<file path="src/rtl/mod_div_rest_6b.sv">
// mod_div_rest_6b: multi-cycle restoring divider, one quotient bit per clock.
// Define DIV_SIGNED_EN for two's-complement operation; otherwise operands are unsigned.
module mod_div_rest_6b #(
   parameter int W = 6
) (
   input  logic         CLK,
   input  logic         RST,
   input  logic         START,
   input  logic [W-1:0] A,
   input  logic [W-1:0] B,
   output logic [W-1:0] Q,
   output logic [W-1:0] R,
   output logic         BUSY,
   output logic         DONE,
   output logic         DZ,
   output logic         OVF,
   output logic [1:0]   dbg_state
);
   // Handshake: START is taken only in IDLE; BUSY rises the next cycle and falls
   // as DONE pulses for one cycle, from which Q/R/DZ/OVF hold until the next DONE.
   localparam int CW = $clog2(W + 1);

   typedef enum logic [1:0] {IDLE = 2'd0, CALC = 2'd1, FIX = 2'd2} state_t;

   state_t        state, state_nxt;
   logic [CW-1:0] cnt;
   logic [W-1:0]  a_cap, quo, mag_a_in, q_fix, r_fix;
   logic [W:0]    p, p_sh, mag_b, mag_b_in;
   logic [W+1:0]  diff;
   logic          geq, dz_int, ovf_int, ovf_in;
   logic          load_op, step, finish;
`ifdef DIV_SIGNED_EN
   logic          sa, sb;
`endif

   // Operand magnitudes; |-2^(W-1)| wraps to 2^(W-1), which is right read as unsigned.
   always_comb begin
`ifdef DIV_SIGNED_EN
      mag_a_in = A[W-1] ? (~A + W'(1)) : A;
      mag_b_in = B[W-1] ? (~{B[W-1], B} + (W+1)'(1)) : {B[W-1], B};
      ovf_in   = (A == {1'b1, {(W-1){1'b0}}}) && (B == '1);
`else
      mag_a_in = A;
      mag_b_in = {1'b0, B};
      ovf_in   = 1'b0;
`endif
   end

   // One restoring step: a set bit shifted out of P means P already exceeds |B|.
   always_comb begin
      p_sh = {p[W-1:0], quo[W-1]};
      diff = {1'b0, p_sh} + {1'b0, ~mag_b} + (W+2)'(1);
      geq  = p[W] | diff[W+1];
   end

   always_comb begin
      q_fix = quo;
      r_fix = p[W-1:0];
      if (dz_int) begin
         q_fix = '1;
         r_fix = a_cap;
      end
`ifdef DIV_SIGNED_EN
      else if (ovf_int) begin
         q_fix = {1'b1, {(W-1){1'b0}}};
         r_fix = '0;
      end else begin
         if (sa ^ sb) q_fix = ~quo + W'(1);
         if (sa)      r_fix = ~p[W-1:0] + W'(1);
      end
`endif
   end

   always_ff @(posedge CLK) begin
      if (RST) state <= IDLE;
      else     state <= state_nxt;
   end

   always_comb begin
      state_nxt = state;
      case (state)
         IDLE:    if (START) state_nxt = CALC;
         CALC:    if (cnt == CW'(1)) state_nxt = FIX;
         FIX:     state_nxt = IDLE;
         default: state_nxt = IDLE;
      endcase
   end

   always_comb begin
      load_op   = (state == IDLE) && START;
      step      = (state == CALC);
      finish    = (state == FIX);
      dbg_state = state;
   end

   always_ff @(posedge CLK) begin
      if (RST) begin
         cnt     <= '0;
         a_cap   <= '0;
         quo     <= '0;
         p       <= '0;
         mag_b   <= '0;
         dz_int  <= 1'b0;
         ovf_int <= 1'b0;
`ifdef DIV_SIGNED_EN
         sa      <= 1'b0;
         sb      <= 1'b0;
`endif
         Q       <= '0;
         R       <= '0;
         BUSY    <= 1'b0;
         DONE    <= 1'b0;
         DZ      <= 1'b0;
         OVF     <= 1'b0;
      end else begin
         DONE <= finish;
         if (load_op) begin
            cnt     <= CW'(W);
            a_cap   <= A;
            quo     <= mag_a_in;
            p       <= '0;
            mag_b   <= mag_b_in;
            dz_int  <= (B == '0);
            ovf_int <= ovf_in;
`ifdef DIV_SIGNED_EN
            sa      <= A[W-1];
            sb      <= B[W-1];
`endif
            BUSY    <= 1'b1;
         end
         if (step) begin
            cnt <= cnt - CW'(1);
            p   <= geq ? diff[W:0] : p_sh;
            quo <= {quo[W-2:0], geq};
         end
         if (finish) begin
            Q    <= q_fix;
            R    <= r_fix;
            DZ   <= dz_int;
            OVF  <= ovf_int;
            BUSY <= 1'b0;
         end
      end
   end

endmodule

</file>
<file path="config.mk">
export PLATFORM = sky130hd
export DESIGN_NAME = mod_div_rest_6b
export DESIGN_NICKNAME = d
export VERILOG_FILES = /design/src/rtl/mod_div_rest_6b.sv
export SDC_FILE = /design/constraint.sdc
export NUM_CORES = 1
export LEC_CHECK = 0
export ABC_CLOCK_PERIOD_IN_PS = 2400
export CORE_UTILIZATION = 45
export DETAILED_ROUTE_END_ITERATION = 6
export DONT_BUFFER_PORTS = 1
export GPL_TIMING_DRIVEN = 0
export PLACE_DENSITY = 0.61
export REMOVE_ABC_BUFFERS = 1
export SETUP_SLACK_MARGIN = 0.4
export SYNTH_ARGS = -nofsm -noshare
export SYNTH_HDL_FRONTEND = slang
export SYNTH_SLANG_ARGS = --single-unit
</file>
<file path="constraint.sdc">
create_clock -name CLK -period 2.4 [get_ports CLK]
set_input_delay 0 -clock CLK [delete_from_list [all_inputs] [get_ports CLK]]
set_output_delay 0 -clock CLK [all_outputs]
set_load 0.005 [all_outputs]
</file>
==> out/metrics.sh <==
CTS_TREE='built'
VIAS_PER_CELL=5.398
GRT.MET3_USAGE_PCT=5.233
DIE_WIDTH_UM=69.65
WORSTSETUPPATHTYPE='reg -> reg'
TOTAL_NETS_FINAL=290
END_KIND='register'
FLOORPLAN.INITIALDENSITY_PCT=46.97
MIN_PATH_TYPE='in -> reg'
TIMING.SLEW.HEADROOM_PCT=42.66
POSTPLACECELLAREA_UM2=2066
PATH_MAX_FANOUT=7
POWER_PER_CELL_AREA_nW_PER_UM2=754.3
SYNTHESIS.INSTANCES=253
ROUTED_WL_UM=4356
GRT_PASS1_VIAS=1666
PLACEMENT.SETUP.WORST_SLACK_PS=239.5
PLACE.DETAILED.HPWL_UM=2942
STATUS='finished, final reports clean'
PATH_CLK_SLEW_PS=80
MAX_FREQ_MHz=511.4
H-TREE-DEPTH=2
SYNTH_TOP_FLOP_CELL='dfxtp_1'
TIMING.CRITICAL_PATH.FROM_TYPE='register'
FILL_CELLS=448
SETUP_VIOL_COUNT_FINAL=0
POST_SYNTH.CELL_AREA_AVG_UM2=8.140
WORST-ENDPOINT-REQUIRED_PS=2630
SETUP_REPAIR_AFTER_GLOBAL_ROUTING_MISSED_ITS_MARGIN='true'
WORST_CLOCK_SKEW_PS=9.610
SYNTH-EDFF-COUNT=0
FP.DIEAREA_UM2=4851
TOTALNEGATIVESETUPSLACK_PS=0
NUM_IO_PINS=33
GRT_ANTENNA_BEFORE_REPAIR=0
CLOCK_TREE.ROOT_CELL='clkbuf_8'
NUMBER_OF_REGISTER_BITS_INFERRED_BY_SYNTHESIS=46
CLOCK_TREE.BUFFER_DEPTH=2
CP.ARRIVAL_PS=2190
FIRST_PASS_GRT_WIRE_LENGTH_UM=7389
FINAL.PERIOD_UTILIZATION_PCT=81.47
FINALHOLDVIOLATIONS=0
SYNTH.YOSYS.SEQ_AREA_SHARE_PCT=44.71
POWER.IR.VDD_WORST_V=0.0004472
PLACE.GP.CONGESTION=0.7247
CAP_VIOL_MAX_COUNT=0
LEAST_MARGIN_PIN_SLEW_PS=857.3
GRT_START_MAX_NET_PINS=23
DRT-WIRELENGTH-PER-CELL_UM=13.66
CORE_AREA_UM2=4384
INITIAL_DRC_COUNT=63
DRIVE_ABOVE_1_SHARE_PCT=8.614
ROWS=24
YS_ASYNC_SR_FRACTION_PCT=0
GRT_UTIL_MET2_PCT=30.53
CLK_LATENCY_PS=300
REMAINING_DRC_ERRORS=0
DETAILEDROUTE.FIRSTPASSITERATIONCOUNT=4
INSTANCES_NO_FILL=319
SYNTHTOLAYOUTAREAGROWTH_PCT=16.16
YOSYSWARNINGS=0
P_LEAK_nW=0.9027
SYNTH_CELL_TYPES=40
GRT_USAGE_PCT=19.03
SYNTH.CELL_AREA_UM2=2059
DETAIL-ROUTE-ANTENNA-NETS=0
PLACE.PORT_BUFFERS=0
PEAK_USAGE_LAYER_IN_THE_GLOBAL_ROUTING_REPORT='met2'
GRT-OVFL-TOTAL=0
POSTLAYOUTCELLAREA_UM2=2392
CTS_INSERTED_BUFFERS=5
ANTENNA_CELLS=0
PLACED_CELLS_INCL_TAPS=292
WORST_HOLD_SLACK_PS=27.75
NUMCLOCKSINKS=46
REPORT.FINAL.SLEW_VIOL_COUNT=0
WORST_SLACK_PS=444.7
VIA_COUNT=1722
FINALCRITICALPERIOD_PS=1955
WORST-R2R-SETUP-SLACK_PS=440
DIEHEIGHT_UM=69.65
MET1_USAGE_PCT=24.34
worst paths after layout:
kind | start | endpoint | cells after the start
setup / recovery | p[1] | p[0] | 6
hold reg to reg | mag_b[2] | mag_b[2] | 2
hold / removal | B[3] | dz_int | 4
setup reg to reg | p[1] | p[0] | 6
critical path, stage by stage, from the launching register on:
cell and delay (ps):
dfxtp_1 350, ha_1 370, a21o_1 210, a31oi_2 240
o211a_4 260, mux2_1 330, o21ai_1 120
placed cells by master, fill, tap and decap left out, drive strengths merged, types with 2 or more instances in the layout:
master	count
mux2i	10
a31oi	2
xor2	2
dfxtp	46
nor2	17
nand3	4
buf	4
xnor2	2
ha	8
inv	17
o221ai	3
dlygate4sd3	15
nand2	51
nor2b	2
nor3	2
a221oi	2
clkbuf	6
a21oi	24
o21ai	29
synthesized netlist by cell type, drive strengths merged (2+ instances only):
cell type  count  area [µm²]
a21oi         24       120.1
o21ai         29       145.1
buf            4       25.02
nor2b          2       12.51
nor3           2       10.01
ha             8       100.1
mux2i         10       100.1
nor2          17       63.81
nand3          4       20.02
a31oi          2       12.51
nand2         51       191.4
xnor2          2       17.52
o221ai         3       26.28
a221oi         2       17.52
inv           17       63.81
clkbuf         9       33.78
xor2           2       17.52
dfxtp         46       920.9
sequential cells by signal (all words and copies together) (netlist names):
signal / flops
a_cap: 6
dz_int: 1
dbg_state: 2
R: 6
quo: 6
DONE: 1
Q: 6
DZ: 1
p: 7
cnt: 3
mag_b: 6
BUSY: 1
area by class of cell:
| class | count | area (µm²) | share of cell area (%) |
|---|---|---|---|
| multi-input cells | 177 | 1052 | 43.99 |
| repair buffers | 19 | 180.2 | 7.531 |
| clock buffers | 6 | 72.57 | 3.033 |
| inverters | 17 | 63.81 | 2.667 |
| flip-flops and latches | 46 | 920.9 | 38.49 |
| clock inverters | 2 | 37.54 | 1.569 |
| well taps | 52 | 65.06 | 2.720 |
per-stage QoR:
| step | power (mW) | util, % |
|---|---|---|
| after CTS | 1.755 | 53.00 |
| final | 1.805 | 54.57 |
| after global routing | 1.901 | 54.57 |
| after floorplan | 1.085 | - |
| after global placement | 1.139 | 47.12 |
| after detailed placement | 1.144 | 47.12 |
report_power, final:
part	switching, mW	leakage (nW)	internal [mW]
Combinational	0.190	0.476	0.200
Sequential	0.0369	0.376	0.806
Clock	0.262	0.0514	0.311
per-layer routing:
layer	share of wire [%]	vias to the layer above
met5	0	-
met4	1.8	0
met3	4.0	8
met2	45	42
met1	49	786
li1	-	886
timing repair:
action	in CTS	in global routing
cloned	0	0
gates resized for setup	2	8
endpoints found under the setup margin	6	14
endpoints found under the hold margin	30	1
pin swaps	1	3
hold buffers	14	1
setup buffers	0	4
cells by family (layout without fill, tap and decap cells):
kind of cell | count (synthesis) | after routing | share of synthesized area (%)
AND/OR/NAND/NOR | 82 | 82 | 16.40
AO/OA/AOI/OAI | 70 | 70 | 19.81
flip-flops | 46 | 46 | 44.71
buffers and inverters | 30 | 44 | 5.953
multiplexers | 11 | 11 | 5.407
adder cells (fa/ha/maj) | 9 | 9 | 5.833
XOR/XNOR | 4 | 4 | 1.701
other | 1 | 1 | 0.1821
No activity file was read; power rests on OpenSTA's default activity.
